[src/rtl/eth_f_packet_client_pkt_cnt_tx.sv]
// eth_f_packet_client_pkt_cnt_tx: wrapping packet counter published as paced 8-bit snapshots
// with a level-held valid; spacing keeps consecutive snapshots less than 128 apart.
module eth_f_packet_client_pkt_cnt_tx #(
  parameter int INC_W        = 2,
  parameter int PUB_THRESH   = 64,
  parameter int PUB_INTERVAL = 1024,
  parameter int HOLD_CYC     = 8,
  parameter int GAP_CYC      = 8
) (
  input  logic             clk,
  input  logic             rst_n,
  input  logic             inc_vld,
  input  logic [INC_W-1:0] inc,
  input  logic             cnt_clr,
  output logic             cnt_out_vld,
  output logic [7:0]       cnt_out,
  output logic             delta_err
);
  localparam int TW = $clog2(PUB_INTERVAL);
  localparam int PW = $clog2((HOLD_CYC > GAP_CYC ? HOLD_CYC : GAP_CYC) + 1);

  typedef enum logic [1:0] {IDLE, HOLD, GAP} state_t;

  state_t        state, state_nx;
  logic [7:0]    cnt_acc, acc_nx, last_pub, lp_nx, out_nx, delta, delta_nx, acc_inc;
  logic [TW-1:0] timer, timer_nx;
  logic [PW-1:0] phase, phase_nx;
  logic          clr_s1, clr_s2, clr_s3, clr_p, err_nx, expire, trig;

  assign acc_inc     = inc_vld ? 8'(inc) : 8'd0;
  assign delta       = cnt_acc - last_pub;
  assign delta_nx    = acc_nx - lp_nx;
  assign expire      = timer == TW'(PUB_INTERVAL - 1);
  assign trig        = state == IDLE && (delta >= 8'(PUB_THRESH) || (expire && delta != 8'd0));
  assign cnt_out_vld = state == HOLD;
  assign err_nx      = clr_p ? 1'b0 : delta_err | delta_nx[7];

  always_comb begin
    state_nx = state;
    acc_nx   = cnt_acc + acc_inc;
    lp_nx    = last_pub;
    out_nx   = cnt_out;
    timer_nx = timer;
    phase_nx = phase + 1'b1;
    if (clr_p) begin
      state_nx = GAP;
      acc_nx   = 8'd0;
      lp_nx    = 8'd0;
      out_nx   = 8'd0;
      timer_nx = '0;
      phase_nx = '0;
    end else begin
      case (state)
        IDLE: begin
          phase_nx = '0;
          timer_nx = (trig || expire) ? '0 : timer + 1'b1;
          state_nx = trig ? HOLD : IDLE;
          lp_nx    = trig ? cnt_acc : last_pub;
          out_nx   = trig ? cnt_acc : cnt_out;
        end
        HOLD: begin
          state_nx = phase == PW'(HOLD_CYC - 1) ? GAP : HOLD;
          phase_nx = phase == PW'(HOLD_CYC - 1) ? '0 : phase + 1'b1;
        end
        GAP: begin
          state_nx = phase == PW'(GAP_CYC - 1) ? IDLE : GAP;
          phase_nx = phase == PW'(GAP_CYC - 1) ? '0 : phase + 1'b1;
        end
        default: state_nx = IDLE;
      endcase
    end
  end

  // clear crosses from the CSR domain; clr_p is a single registered pulse per rising level
  always_ff @(posedge clk or negedge rst_n) begin
    if (!rst_n) begin
      clr_s1 <= 1'b0;
      clr_s2 <= 1'b0;
      clr_s3 <= 1'b0;
      clr_p  <= 1'b0;
    end else begin
      clr_s1 <= cnt_clr;
      clr_s2 <= clr_s1;
      clr_s3 <= clr_s2;
      clr_p  <= clr_s2 & ~clr_s3;
    end
  end

  always_ff @(posedge clk or negedge rst_n) begin
    if (!rst_n) begin
      state     <= IDLE;
      cnt_acc   <= 8'd0;
      last_pub  <= 8'd0;
      cnt_out   <= 8'd0;
      timer     <= '0;
      phase     <= '0;
      delta_err <= 1'b0;
    end else begin
      state     <= state_nx;
      cnt_acc   <= acc_nx;
      last_pub  <= lp_nx;
      cnt_out   <= out_nx;
      timer     <= timer_nx;
      phase     <= phase_nx;
      delta_err <= err_nx;
    end
  end
endmodule

[config.mk]
export PLATFORM = sky130hd
export DESIGN_NAME = eth_f_packet_client_pkt_cnt_tx
export DESIGN_NICKNAME = d
export VERILOG_FILES = /design/src/rtl/eth_f_packet_client_pkt_cnt_tx.sv
export SDC_FILE = /design/constraint.sdc
export NUM_CORES = 1
export LEC_CHECK = 0
export ABC_AREA = 1
export CAP_MARGIN = 20
export CORE_MARGIN = 10
export CORE_UTILIZATION = 45
export DETAILED_ROUTE_END_ITERATION = 7
export GPL_ROUTABILITY_DRIVEN = 0
export PLACE_DENSITY = 0.66
export SYNTH_ARGS = -nofsm -noshare
export SYNTH_HDL_FRONTEND = slang
export SYNTH_SLANG_ARGS = --single-unit
[constraint.sdc]
create_clock -name clk -period 2.55 [get_ports clk]
set_input_delay 0.255 -clock clk [delete_from_list [all_inputs] [get_ports clk]]
set_output_delay 0.255 -clock clk [all_outputs]
set_load 0.005 [all_outputs]
# After elaboration in Yosys (flattened, before gate mapping)
# Index checks and enable logic that the tools add are counted.
word_totals:
  output_inout_bits: 10
  in_bits: 6
  word_cells: 54
  reg_bits: 45
op_classes:
  n_mux: 20
  magnitude_cmp: 1
  n_eq_ne: 4
  bitwise_logic: 3
  reduce_logical: 10
  n_addsub: 5
ops:
  columns: ["operator", "n"]
  rows:
  - ["2-to-1 mux 8 bit", 7]
  - ["2-to-1 mux 10 bit", 3]
  - ["subtractor 8 bit", 2]
  - ["adder 10 x 1 -> 10 bit, second input constant", 1]
  - ["equality test 10 bit, second input constant", 1]
  - ["adder 8 x 2 -> 8 bit", 1]
  - ["greater-or-equal comparator 8 x 7 -> 1 bit, second input constant", 1]
  - ["2-to-1 mux 2 bit", 4]
  - ["2-to-1 mux 4 bit", 2]
  - ["case mux 4 bit (2 select lines)", 1]
  - ["nonzero test 8 bit", 1]
  - ["case mux 2 bit (3 select lines)", 1]
  - ["adder 4 x 1 -> 4 bit, second input constant", 1]
  - ["equality test 4 x 3 -> 1 bit, second input constant", 1]
  - ["nonzero test 2 bit", 2]
  - ["equality test 2 x 1 -> 1 bit, second input constant", 1]
  - ["equality test 2 bit, second input constant", 1]
  - ["logical AND 1 bit", 2]
  - ["zero test 2 bit", 1]
  - ["logical OR 1 bit", 2]
  - ["2-to-1 mux 1 bit", 2]
  - ["AND reduction 2 bit", 1]
  - ["OR reduction 2 bit", 1]
  - ["bitwise AND 1 bit", 1]
  - ["other kinds (2)", 2]

# Depth between registers and ports, before layout
# Gate-level depths: netlist (run 1).
logic_depth:
  word_depth: 11
  ltp_mapped: 28

# Worst setup path before layout (run 1)
# OpenSTA, ideal clock, no wires.
synth_path:
  kind: "register -> register"
  start: "reg cnt_acc[2]"
  end: "reg delta_err"
  arrival_ns: 2.696
  path_buffers: 0
  setup_slack_ns: -0.267
  stages_incl_launch_ff: 22
  synth_period_minus_slack_ns: 2.817
  setup_time_ns: 0.121
  cell_sequence: "dfrtp_1 -> ha_1 -> or2_4 -> nand3_2 -> nand2_1 -> nand2_1 -> nand2_1 -> inv_1 -> nand2_1 -> nand2_1 -> nand2_2 -> nand2_4 -> nand2_4 -> o21ai_0 -> inv_1 -> ha_1 -> nand2_1 -> nor2_1 -> a211oi_1 -> a21oi_1 -> nor2_1 -> nor2_1"
synth_via:
  elab_chain_cells: 11
synth_rtl:
  columns: ["element", "line_no", "source"]
  rows:
  - ["from (decl)", "25", "logic [7:0] cnt_acc, acc_nx, last_pub, lp_nx, out_nx, delta, delta_nx, acc_inc;"]
  - ["from (signal assigned)", "100", "cnt_acc <= acc_nx;"]
  - ["subtractor 8 bit (*)", "31", "assign delta = cnt_acc - last_pub;"]
  - ["parallel branches: the longest is 2 deep, another holds greater-or-equal comparator 8 x 7 -> 1 bit", null, null]
  - ["logical OR 1 bit (*)", "34", "assign trig = state == IDLE && (delta >= 8'(PUB_THRESH) || (expire && delta != 8'd0));"]
  - ["logical AND 1 bit (*)", "34", null]
  - ["2-to-1 mux 8 bit (*)", "58", "lp_nx = trig ? cnt_acc : last_pub;"]
  - ["2-to-1 mux 8 bit (*)", "53", "case (state)"]
  - ["2-to-1 mux 8 bit (*)", "45", "if (clr_p) begin"]
  - ["net lp_nx[6]", "25", null]
  - ["subtractor 8 bit (*)", "32", "assign delta_nx = acc_nx - lp_nx;"]
  - ["OR 1 bit (*)", "36", "assign err_nx = clr_p ? 1'b0 : delta_err | delta_nx[7];"]
  - ["2-to-1 mux 1 bit (*)", "36", null]
  - ["net err_nx", "28", "logic clr_s1, clr_s2, clr_s3, clr_p, err_nx, expire, trig;"]
  - ["to (signal assigned)", "105", "delta_err <= err_nx;"]
  - ["to (decl)", "17", "output logic delta_err"]
# Mark *: on every way through the listed nets, which the timed path passes.
# A chain may end at the register's enable or synchronous reset.

# Worst setup path after layout (run 1)
layout_path:
  start: "reg cnt_acc[2]"
  end: "reg delta_err"
layout_via:
  elab_chain_cells: 11
layout_rtl:
  columns: ["element", "line_no"]
  rows:
  - ["parallel branches: the longest is 8 deep, another holds subtractor 8 bit", null]
  - ["subtractor 8 bit (*)", "32"]
  - ["OR 1 bit (*)", "36"]
  - ["2-to-1 mux 1 bit (*)", "36"]
  - ["net err_nx", "28"]
# Marked as above.

==> results of run 1 <==
path summary, 6_finish.rpt:
kind / from / to / cells after the start / slack (ns)
setup reg to reg: cnt_acc[2] / delta_err / 21 / -0.37
setup / recovery: cnt_acc[2] / delta_err / 21 / -0.37
hold / removal: rst_n / cnt_out[1] / 2 / 0.01
max in group asynchronous: rst_n / cnt_acc[2] / 2 / 2.11
min in group clk: clr_s1 / clr_s2 / 0 / 0.36
hold reg to reg: clr_s1 / clr_s2 / 0 / 0.36
synth_stat cells, types with 2 or more instances:
cell type	n	area share (%)
a21o_1	3	0.86
a21oi_1	13	2.5
a31oi_1	3	0.72
buf_2	2	0.38
dfrtp_1	45	43
ha_1	21	10
inv_1	52	7.4
nand2_1	67	9.6
nand2_2	5	1.2
nand2_4	2	0.86
nand3_1	22	4.2
nand3_2	3	1.1
nand4_1	2	0.48
nor2_1	30	4.3
nor2_2	2	0.48
nor3_1	5	0.95
o21ai_0	13	2.5
o22ai_1	6	1.4
xnor2_1	2	0.67
xor2_1	4	1.3
registers in the layout, summed over array words and instances, names as in the netlist:
| name | flops |
|---|---|
| last_pub | 8 |
| delta_err | 1 |
| clr_s1 | 1 |
| phase | 4 |
| cnt_out | 8 |
| state | 2 |
| clr_s2 | 1 |
| cnt_acc | 8 |
| clr_p | 1 |
| clr_s3 | 1 |
| timer | 10 |
final cells by class:
type | instances | area [sq um] | share of cell area, %
clock buffer | 5 | 68.82 | 1.899
tap | 72 | 90.09 | 2.485
multi-input combinational | 217 | 1486 | 41.01
inverter | 55 | 214.0 | 5.903
clock inverter | 3 | 65.06 | 1.795
timing repair buffer | 71 | 573.1 | 15.81
sequential | 45 | 1127 | 31.10
cell families after synthesis:
| kind of cell | after synthesis | synth area share, % |
|---|---|---|
| and+or+nand+nor | 144 | 25.05 |
| DFF | 45 | 42.94 |
| adders and majority gates | 22 | 10.78 |
| buffers and inverters | 59 | 8.922 |
| AOI/OAI and AO/OA | 45 | 10.31 |
| xor gates and xnor gates | 6 | 2.004 |
routing by layer:
layer | wire length, um | GRT usage [%] | share of wire, %
met2 | 3202 | 22.81 | 52
met3 | 138 | 2.568 | 2.2
met4 | 95 | 4.843 | 1.5
met5 | 0 | 0 | 0
met1 | 2759 | 16.84 | 45
power groups by stage:
stage / Clock [mW] / Sequential, mW / Combinational [mW]
floorplan: 0 / 0.943 / 1.26
global placement: 0 / 0.933 / 1.95
detailed placement: 0 / 0.937 / 1.98
CTS: 0.650 / 0.926 / 2.03
global route: 0.673 / 0.945 / 2.58
finish: 0.633 / 0.928 / 2.32
repair_timing:
action,4_1_cts,5_1_grt
buffers inserted,0,8
pin swaps,0,31
gates resized for setup,7,33
hold buffers,0,0
endpoints found under the setup margin,1,10
==> key figures, run 1 <==
Place
  • PortBufs: 15
  • HPWL Detailed: approximately 4400 um
  • Dpl ws: -0.3746 ns
  • Placed Instances: between 400 and 500
  • Post-DP Area: 3254 sq um

Timing
  • Minimum clock period after layout: 2.915 ns
  • Final hold vios: 0
  • Setup violators final: 1
  • Clock skew: 0.009813 ns
  • Worst Max-Slew Pin Slew: between 0.6 and 0.7 ns
  • Final worst path period share: 114.3%
  • Setup TNS: -0.3651 ns
  • Max Slew Vio Count: 0
  • Slew margin rel.: 55.73%
  • Highest clock rate: 343.0 MHz
  • Final WS setup: -0.3651 ns
  • Tightest hold margin: 0.01469 ns
  • RSZ-0062 raised after global routing: true

Cells and area
  • Final Util: between 60% and 70%
  • Fin area: approximately 3600 sq um
  • Layout area overhead: 38.22%
  • Antenna cell count: 0
  • Nets: 423
  • Filler cell count: 457
  • Most frequent cells in the layout: 61 x nand2_1, 54 x buf_4, 45 x inv_1
  • Non-Filler Instances: 468
  • Most common cell after layout, fill and taps aside: nand2_1
  • Layout cells sized above 1: a little under a third

Power
  • Comb pwr share: 59.8%
  • Total Power: 3.885 mW
  • Sw frac: 39.96%
  • Clk pwr share: 16.3%
  • VDD IR max: between 0.0007 and 0.0008 V
  • Int Power: 2.332 mW
  • Pleak: 1.864 nW
  • Seq pwr share: between 20% and 30%
  • Sw Pwr: 1.552 mW
  • Pwr per Cell Area: 1072 nW/um^2

Floorplanning
  • Die Ht: just under 100 um
  • Core area: 5574 sq um
  • IO Pins: 16
  • Initial core utilization: 47.05%
  • Row cnt: 27
  • Die ar.: between 9000 and 10000 sq um
  • Die W: between 90 and 100 um

GRT
  • Overall routing resource usage: 13.52%
  • First-pass GRT wire length: 10010 um
  • Initial antenna violation count: 0
  • Vias in the first global route: 2218
  • Largest net degree at the start of global routing: 46
  • Grt total ovfl: 0

Critical path
  • Worst-path cell chain: ha_4, or2_4, nand3_2, nand3_1, nand2_1, inv_1, nand2_1, nand2_1, nand2_2, nand2_4, nand2_4, inv_6, a21oi_4, ha_4, a21oi_4, nor2_2, a211oi_2, nand3_1, nand2_1, nor2_1, nor2_1
  • Buf/Inv on CP: 2
  • Critical path fanouts, max: 6
  • WP data arrival: about 3.2 ns
  • Crit path capture type: flop
  • CP Launch Type: flop
  • Req. time, crit path: 2.78 ns
  • CP Class: reg -> reg
  • Largest stage delay, worst path: approximately 0.44 ns
  • Slowest CP cell: dfrtp_2
  • Most used cell, CP: nand2_1
  • Top cell family by delay on the critical path: simple AND/OR/NAND/NOR gates

Yosys
  • Avg Cell Area, Syn: 8.170 sq um
  • Syn Inst Count: 321
  • Ys flop type: dfrtp_1
  • Ys Warns: 0
  • Part of the Yosys area used for sequential elements: 42.94%
  • Synth cell types: 39
  • Syn_nets: 349
  • Post-synth ARST share: 100.0%
  • Post-synthesis cell area: around 2600 sq um
  • #FFs+latches synth: 45
  • Post-synth EDFFs: 0

Clock tree
  • Num CTS Buffers: 5
  • CTS Root Buffer Type: clkbuf_8
  • CTS tree: done
  • CTS clock-pin slew for the worst setup and hold paths: roughly 0.09 ns
  • # H-tree levels: 2
  • Sink Count: between 40 and 50
  • Worst-Skew Late Latency: ~0.3 ns
  • Worst-case clock buffer depth: 2

Drt
  • DR pass1 iterations: 4
  • DRC: 0
  • Via-to-Cell Ratio: slightly below 5
  • Initial drt markers: 144
  • Vias: 2279
  • Post-route ant nets: 0
  • WL per Instance: 13.24 um
  • Routed WL: 6196 um

Flow run
  • MaxCap Viol Count: 0

Outcome
  • Failing checks: setup timing
  • Status: finished, violations left

Hold path
  • Worst min-delay path class: in -> async
Note: power is estimated with default switching activity, not from simulation.
==> inputs of run 2 (changes only) <==
--- a/config.mk
+++ b/config.mk
@@ -10,7 +10,6 @@
 export CORE_MARGIN = 10
 export CORE_UTILIZATION = 45
 export DETAILED_ROUTE_END_ITERATION = 7
-export GPL_ROUTABILITY_DRIVEN = 0
 export PLACE_DENSITY = 0.66
 export SYNTH_ARGS = -nofsm -noshare
 export SYNTH_HDL_FRONTEND = slang
==> results of run 2 <==
No change in the layout: final DEF, timing and power equal those of run 1.
==> inputs of run 3 (changes only) <==
--- a/config.mk
+++ b/config.mk
@@ -7,10 +7,12 @@
 export LEC_CHECK = 0
 export ABC_AREA = 1
 export CAP_MARGIN = 20
+export CORE_ASPECT_RATIO = 1.4
 export CORE_MARGIN = 10
 export CORE_UTILIZATION = 45
 export DETAILED_ROUTE_END_ITERATION = 7
 export PLACE_DENSITY = 0.66
+export SKIP_CTS_REPAIR_TIMING = 1
 export SYNTH_ARGS = -nofsm -noshare
 export SYNTH_HDL_FRONTEND = slang
 export SYNTH_SLANG_ARGS = --single-unit
==> key figures, run 3 (same netlist as run 1, synthesis figures left out) <==
Outcome
  • Status: finished, violations left
  • Failing checks: setup timing

Cells and area
  • Max reg flops: 10 (unchanged)
  • Final Util: 63.86% (-1.2 points)
  • Largest Register: timer
  • Most frequent cells in the layout: 61 x nand2_1, 53 x buf_4, 44 x inv_1, 44 x dfrtp_1, 28 x nor2_1
  • Layout area overhead: 36.50%
  • Nets: 421 (-0.47%)
  • Non-Filler Instances: 462 (-1.3%)
  • Most common cell after layout, fill and taps aside: nand2_1
  • Fin area: 3580 sq um (-1.2%)
  • Antenna cell count: 0 (unchanged)
  • Layout cells sized above 1: 29.44% (-1.1 points)

Hold path
  • Worst min-delay path class: reg -> reg
  • Min-delay src: clr_s1

Drt
  • Post-route ant nets: 0 (unchanged)
  • Initial drt markers: 68 (-53%)
  • DRC: 0 (unchanged)
  • DR pass1 iterations: 4 (unchanged)
  • WL met3: 148 um (+7.2%)
  • Routed WL: 6101 um (-1.5%)
  • Highest routed layer: met4
  • Met1 WL: 2607 um (-5.5%)
  • Met2 wire length: 3212 um (+0.31%)
  • WL per Instance: 13.21 um (-0.25%)
  • Via-to-Cell Ratio: 4.929 (+1.2%)
  • Vias: 2277 (-0.088%)

Clock tree
  • CTS clock-pin slew for the worst setup and hold paths: 0.08 ns (about the same)
  • Sink Count: 45 (unchanged)
  • # H-tree levels: 2 (unchanged)
  • CTS tree: done
  • Num CTS Buffers: 5 (unchanged)
  • Worst-Skew Late Latency: 0.30 ns (about the same)
  • Worst-case clock buffer depth: 2 (unchanged)
  • CTS Root Buffer Type: clkbuf_8

Critical path
  • Worst Setup SP: cnt_acc[5]
  • R2R setup slack: -0.35 ns (+0.02 ns)
  • Reg-to-reg endpoint: delta_err
  • Crit path capture type: flop
  • Req. time, crit path: 2.78 ns (about the same)
  • RR Startpoint: cnt_acc[5]
  • WP data arrival: 3.12 ns (-0.03 ns)
  • R2r worst-path depth: 20 (-4.8%)
  • CP Launch Type: flop
  • CP Class: reg -> reg
  • Crit path to: delta_err
  • Critical path fanouts, max: 7 (+1)

Floorplanning
  • Die Ht: 110.3 um (+15%)
  • Die ar.: 9325 sq um (+0.47%)
  • IO Pins: 16 (unchanged)
  • Row cnt: 32 (+19%)
  • Die W: 84.52 um (-12%)
  • Core area: 5605 sq um (+0.56%)
  • Initial core utilization: 46.79% (-0.26 points)

Timing
  • RSZ-0062 raised after global routing: true
  • Final WS setup: -0.3456 ns (+0.01949 ns)
  • Highest clock rate: 345.3 MHz (+0.67%)
  • Slew margin rel.: 61.18% (+5.4 points)
  • Clock skew: 0.01551 ns (+0.005702 ns)
  • Minimum clock period after layout: 2.896 ns (-0.01949 ns)
  • Final worst path period share: 113.6% (-0.76 points)
  • Setup violators final: 3 (+2)
  • Tightest hold margin: 0.3623 ns (+0.3476 ns)
  • Setup TNS: -0.3745 ns (-0.009419 ns)
  • Worst Max-Slew Pin Slew: 0.5823 ns (-0.07563 ns)
  • Max Slew Vio Count: 0 (unchanged)
  • Final hold vios: 0 (unchanged)

Power
  • Clk pwr share: 14.9% (-1.4 points)
  • Pwr per Cell Area: 1041 nW/um^2 (-2.9%)
  • VDD IR max: 0.0005873 V (-19%)
  • Sw frac: 41.56% (+1.6 points)
  • Seq pwr share: 25.0% (+1.1 points)
  • Pleak: 1.847 nW (-0.93%)
  • Total Power: 3.726 mW (-4.1%)
  • Comb pwr share: 60.1% (+0.3 points)
  • Sw Pwr: 1.548 mW (-0.26%)
  • Int Power: 2.177 mW (-6.6%)

Place
  • Dpl ws: -0.4355 ns (-0.06092 ns)
  • Post-DP Area: 3234 sq um (-0.62%)
  • HPWL Detailed: 4549 um (+3.0%)
  • GP Congestion: around 0.88
  • Placed Instances: 446 (-1.3%)
  • PortBufs: 15 (unchanged)

GRT
  • Overall routing resource usage: 12.87% (-0.65 points)
  • Grt total ovfl: 0 (unchanged)
  • Largest net degree at the start of global routing: 27 (-41%)
  • Vias in the first global route: 2255 (+1.7%)
  • First-pass GRT wire length: 9963 um (-0.42%)
  • Initial antenna violation count: 0 (unchanged)

Flow run
  • MaxCap Viol Count: 0 (unchanged)
-- run 3: worst max-delay path: stages, from the launching register on --
cell      delay (ns)
dfrtp_1         0.43
ha_4            0.30
nand2_1         0.08
nor2_1          0.12
nand3_1         0.14
nand3_1         0.13
nand2_1         0.08
nor2_2          0.09
nand2_2         0.08
nand2_4         0.15
buf_4           0.14
nor2_1          0.04
a21oi_2         0.15
ha_1            0.26
nand2_2         0.07
nor2_1          0.05
a211oi_2        0.22
nand3_1         0.09
nand2_1         0.07
nor2_1          0.04
nor2_1          0.10
-- run 3: area by class of cell --
cell class,count,area [sq um]
flip-flops and latches,45,1127
well taps,68,85.08
clock inverters,1,30.03
repair buffers,69,553.0
inverters,55,216.5
multi-input cells,217,1481
clock buffers,7,86.33
fillers,485,2026
-- run 3: how the worst min path moves through the flow --
stage,endpoint,slack (ns),cells past startpoint
floorplan,clr_p,-0.04,0
global placement,state[0],0.29,1
detailed placement,state[1],0.28,1
CTS,cnt_acc[6],-0.04,1
global route,clr_s2,0.38,0
finish,clr_s2,0.36,0
-- run 3: routing by layer --
layer	GRT usage, %	up-vias
met5	0	-
met3	2.717	12
met2	22.70	35
met1	14.74	1054
li1	-	1176
met4	5.542	0
-- run 3: power by group through the flow --
stage / Sequential, mW / Combinational, mW / Clock [mW]
after floorplan: 0.943 / 1.26 / 0
after global placement: 0.933 / 1.96 / 0
after detailed placement: 0.939 / 1.98 / 0
after CTS: 0.925 / 2.00 / 0.575
after global routing: 0.944 / 2.51 / 0.598
final: 0.930 / 2.24 / 0.557
==> RTL change 1 (config.mk and constraints of run 2) <==
Change the parameter `INC_W` from 2 to 4.
--- a/src/rtl/eth_f_packet_client_pkt_cnt_tx.sv
+++ b/src/rtl/eth_f_packet_client_pkt_cnt_tx.sv
@@ -2,5 +2,5 @@
 // with a level-held valid; spacing keeps consecutive snapshots less than 128 apart.
 module eth_f_packet_client_pkt_cnt_tx #(
-  parameter int INC_W        = 2,
+  parameter int INC_W        = 4,
   parameter int PUB_THRESH   = 64,
   parameter int PUB_INTERVAL = 1024,
Interface: changed (resized inc); port bits go from 16 to 18. No check against the original RTL was run, so the function may have changed too.
==> RTL change 1 against run 2 <==
The flow still finishes with violations (negative setup slack); die area grew 0.91%; count of clock-buffer cells in the layout is the same; setup slack gained 0.028 ns; wire length grew 4.3%; synthesized area grew 1.1%; first-iteration DRC count shrank 15%; sequential cell count is the same; cell area grew 6.5%; sequential power grew 7.2%; total power grew 22%; largest cell class unchanged.
==> RTL change 1: results (changes against run 2) <==
Critical path
  • RR Endpoint: delta_err$_DFF_PN0_
  • R2R Path Start: timer[0]$_DFFE_PN0P_
  • R2R cell count: 27 (+29%)
  • Crit path DAT: 3.09 ns (-0.06 ns)
  • CP peak stage delay: 0.37 ns (-0.07 ns)
  • CP max stage cell: dfrtp_1

Timing
  • Tightest Pin Transition: 0.535 ns (-0.123 ns)
  • Setup Viol. Count Final: 1 (unchanged)
  • Fin worst setup slack: -0.337 ns (+0.0280 ns)
  • Hold_ws: 0.268 ns (+0.253 ns)
  • Worst-case clock skew: 0.00449 ns (-0.00533 ns)

Cells and area
  • Antenna diode count: 0 (unchanged)
  • Non-clock buffers, area share: 0.177 (+0.0186)
  • Multi-input comb cells: 213 (-1.8%)
  • Signal buffers: 84 (+18%)
  • Fraction of area in registers: 0.292 (-0.0192)
  • Nonclk inv count: 59 (+7.3%)
  • Reg area: 1130 um2 (-0.11%)
  • Clock Network Area Fraction: 0.0243 (-0.0126)
  • Fill count: 454 (-0.66%)
  • Fraction of area in multi-input gates: 0.423 (+0.0124)
  • Share of post-route cells with drive strength above 1: 0.357 (+0.0514)
  • Layout net count: 440 (+4.0%)

Pwr
  • Net switching power: 2.09 mW (+35%)
  • Pleak: 1.95 nW (+4.9%)
  • Logic gate share of total power: 0.689 (+0.091)
  • Worst VDD drop: 0.814 mV (+12%)
  • Clock power share: 0.100 (-0.063)

Global route
  • Largest net degree at the start of global routing: 43 (-6.5%)
  • Grt ovf: 0 (unchanged)
  • First-pass GRT wire length: 10,900 um (+9.3%)
  • Initial antenna violation count: 0 (unchanged)
  • Vias in the first global route: 2,467 (+11%)
  • M1 GR Usage: 0.158 (-0.0104)
  • GR Util met3: 0.0426 (+0.0169)
  • GR met2 Demand/Resource: 0.231 (+0.00243)
  • All-Layer GR Usage: 0.137 (+0.00181)

Hold path
  • Hold/Removal Path Class: in2async

Synth
  • Register area share after synthesis: 0.425 (-0.00486)
  • Yosys warning total: 0 (unchanged)
  • Netlist cell types: 40 (+2.6%)
  • Seq cells post-synth: 45 (unchanged)
  • Synthesized area per cell: 8.26 um2 (+1.1%)
  • Commonest cells post-synth: 65 x nand2_1, 53 x inv_1, 45 x dfrtp_1, 25 x nor2_1, 23 x ha_1
  • Top cells by area, synth: dfrtp_1 42%, ha_1 11%, nand2_1 9.2%
  • Post-synth net total: 353 (+1.1%)

Detailed routing
  • Vias per cell: 4.98 (+2.2%)
  • Number of vias after detailed routing: 2,394 (+5.0%)
  • Initial DRC count: 123 (-15%)
  • Final WL: 6470 um (+4.3%)

Placed design
  • # port buffers: 17 (+2)
  • Dpl hpwl: 4510 um (+2.1%)
  • Placement-stage cell area: 3290 um2 (+1.2%)
  • Placed cell count: 450 (-0.44%)
  • Placer Congestion: 0.841 (-11%)

Status
  • Status: complete, but fails checks
  • Failing checks: negative setup slack

Clocking
  • CTS root buf: clkbuf_8
  • Bufs on Longest Clock Path: 2 (unchanged)
  • Insertion delay of the later-clocked pin in the worst-skew pair: 0.31 ns
## RTL change 1: cell types whose count changed after synthesis, sizes merged, moves of 3 or more
cell          run 2  this run
nand2            74        71
a31oi             3         0
nand3            25        20
a21oi            14        18
inv              54        58
nor2             32        29
## RTL change 1: how the worst max path moves through the flow
stage          slack (ns)                 start                   to  depth (start not counted)
3_5_place_dp        -0.57               inc_vld  delta_err$_DFF_PN0_                         17
2_1_floorplan       -0.20  cnt_acc[1]$_DFF_PN0_  delta_err$_DFF_PN0_                         22
5_1_grt             -0.61  timer[0]$_DFFE_PN0P_  delta_err$_DFF_PN0_                         27
4_1_cts             -0.37  cnt_acc[0]$_DFF_PN0_  delta_err$_DFF_PN0_                         25
6_report            -0.34  timer[0]$_DFFE_PN0P_  delta_err$_DFF_PN0_                         27
3_3_place_gp        -0.49               inc_vld  delta_err$_DFF_PN0_                         17
## RTL change 1: critical path, delay by kind of cell, from the launching register on
family | cells | cell delay (ns)
flip-flops | 1 | 0.37
adder cells (fa/ha/maj) | 2 | 0.48
AND/OR/NAND/NOR | 19 | 1.45
AO/OA/AOI/OAI | 1 | 0.09
buffers and inverters | 5 | 0.38
## RTL change 1: what timing repair did
| item | in CTS | in global routing |
|---|---|---|
| endpoints found under the hold margin | 3 | 0 |
| hold buffers | 1 | 0 |
| buffers inserted | 20 | 10 |
| pin swaps | 23 | 27 |
| setup endpoints to repair | 10 | 13 |
| resized for setup | 44 | 23 |
## RTL change 1: metrics by stage
step                      TNS [ns]  total power [mW]   util  setup WS, ns
after floorplan             -0.202              2.53      -        -0.202
after global placement      -0.679              3.33  0.587        -0.487
after detailed placement    -0.799              3.38  0.587        -0.573
after CTS                   -0.991              4.49  0.666        -0.374
after global routing         -1.41              5.15  0.688        -0.609
final                       -0.337              4.72  0.688        -0.337
## RTL change 1: kinds of logic (layout without fill, tap and decap cells)
| logic type | after synthesis | in the layout | synth area share |
|---|---|---|---|
| AOI/OAI and AO/OA | 48 | 48 | 0.113 |
| adders and majority gates | 24 | 24 | 0.116 |
| muxes | 1 | 1 | 0.00377 |
| xor gates and xnor gates | 7 | 7 | 0.0231 |
| and+or+nand+nor | 133 | 133 | 0.228 |
| buffers and inverters | 63 | 151 | 0.0915 |
| DFF | 45 | 45 | 0.425 |
## RTL change 1: per-layer routing
| layer | up-vias | routed length, um |
|---|---|---|
| met5 | - | 0 |
| met4 | 0 | 158 |
| met3 | 15 | 339 |
| met2 | 51 | 3250 |
| met1 | 1128 | 2710 |
| li1 | 1200 | - |
==> RTL change 2 (settings of run 2) <==
Made on the original files. The 3 states of `state_t` get a one-hot encoding in 3 bits.
--- a/src/rtl/eth_f_packet_client_pkt_cnt_tx.sv
+++ b/src/rtl/eth_f_packet_client_pkt_cnt_tx.sv
@@ -20,5 +20,5 @@
   localparam int PW = $clog2((HOLD_CYC > GAP_CYC ? HOLD_CYC : GAP_CYC) + 1);
 
-  typedef enum logic [1:0] {IDLE, HOLD, GAP} state_t;
+  typedef enum logic [2:0] {IDLE = 3'b001, HOLD = 3'b010, GAP = 3'b100} state_t;
 
   state_t        state, state_nx;
Formal check against the unedited RTL: no difference found for any inputs over 10 cycles, from zero or initial values and one cycle with rst_n low; not proved beyond that.
==> RTL change 2 against run 2 <==
The flow still finishes with violations (negative setup slack); cell count decreased by 0.64%; sequential cell count increased by 1; wire length decreased by 1.1%; maximum frequency decreased by 0.42%; sequential share of layout area increased by 0.31 points; die area increased by 1.6%; synthesized area increased by 2.0%; total power decreased by 7.6%; combinational power decreased by 9.9%; cell area increased by 1.3%; setup slack got worse by 0.012 ns; critical path type unchanged.
==> RTL change 2: results (changes against run 2) <==
Status
  • Status: complete, but fails checks
  • Failing checks: negative setup slack

Detailed routing
  • WL met2: 2920 um (-8.7%)
  • WL met3: 183 um (+33%)
  • Post-Route M1 WL: 2930 um (+6.2%)

Placed design
  • Placed cell count: 448 (-0.88%)
  • Placement-stage cell area: 3330 um2 (+2.3%)
  • Dpl hpwl: 4350 um (-1.6%)
  • Dpl ws: -0.359 ns (+0.0152 ns)
  • Placer Congestion: 0.877 (-7.6%)

Pwr
  • Int Pwr: 2.14 mW (-8.4%)
  • Pleak: 1.87 nW (+0.31%)
  • Worst VDD drop: 0.611 mV (-16%)
  • Comb group: 2.09 mW (-9.9%)
  • Clock Power: 0.561 mW (-11%)

Synth
  • Commonest cells post-synth: 54 x nand2_1, 51 x inv_1, 45 x dfrtp_1, 23 x nand3_1, 22 x nor2_1
  • Top cells by area, synth: dfrtp_1 42%, ha_1 8.0%, nand2_1 7.6%
  • Post-Synthesis Cells: 314 (-2.2%)
  • Register area share after synthesis: 0.431 (+0.00159)

Timing
  • Slew Limit Headroom: 0.601 (+0.0434)
  • Setup TNS Final: -0.377 ns (-0.0123 ns)
  • Setup Viol. Count Final: 1 (unchanged)
  • Worst-case clock skew: 0.00636 ns (-0.00345 ns)
  • Fin worst setup slack: -0.377 ns (-0.0123 ns)

Clocking
  • Post-cts hold buffer count: 1 (+1)
  • Cts repair resizes: 8 (+1)

Floorplan
  • Die area: 9430 um2 (+1.6%)

Cells and area
  • Layout net count: 413 (-2.4%)
  • Fill count: 466 (+2.0%)
  • Share of post-route cells with drive strength above 1: 0.313 (+0.00726)

Critical path
  • R2R cell count: 19 (-9.5%)
  • Crit path DAT: 3.16 ns (about the same)

Global route
  • First-pass GRT wire length: 9760 um (-2.5%)
  • M1 GR Usage: 0.154 (-0.0142)
  • Largest net degree at the start of global routing: 25 (-46%)
  • GR Util met3: 0.0270 (+0.00135)
==> RTL change 2: changes by cell type after synthesis, moves of 3 or more <==
cell,before,now
nor3_1,5,10
nand2_2,5,9
nor2_1,30,22
ha_1,21,17
o21ai_0,13,10
nand2_1,67,54
nor2_4,0,3
==> RTL change 2: cell type report <==
cell class,count,share of cell area
Timing Repair Buffer,71,0.159
Multi-Input combinational cell,210,0.410
Clock inverter,1,0.00818
Sequential cell,46,0.314
Inverter,55,0.0596
Clock buffer,7,0.0235
Tap cell,75,0.0256
==> RTL change 2: logic make-up (layout without fill, tap and decap cells) <==
logic type | after synthesis | count (layout) | share of synthesized area
flip-flops | 46 | 46 | 0.431
XOR/XNOR | 7 | 7 | 0.0229
AO/OA/AOI/OAI | 48 | 48 | 0.116
buffers and inverters | 58 | 134 | 0.0819
adder cells (fa/ha/maj) | 18 | 18 | 0.0870
AND/OR/NAND/NOR | 136 | 136 | 0.258
multiplexers | 1 | 1 | 0.00374
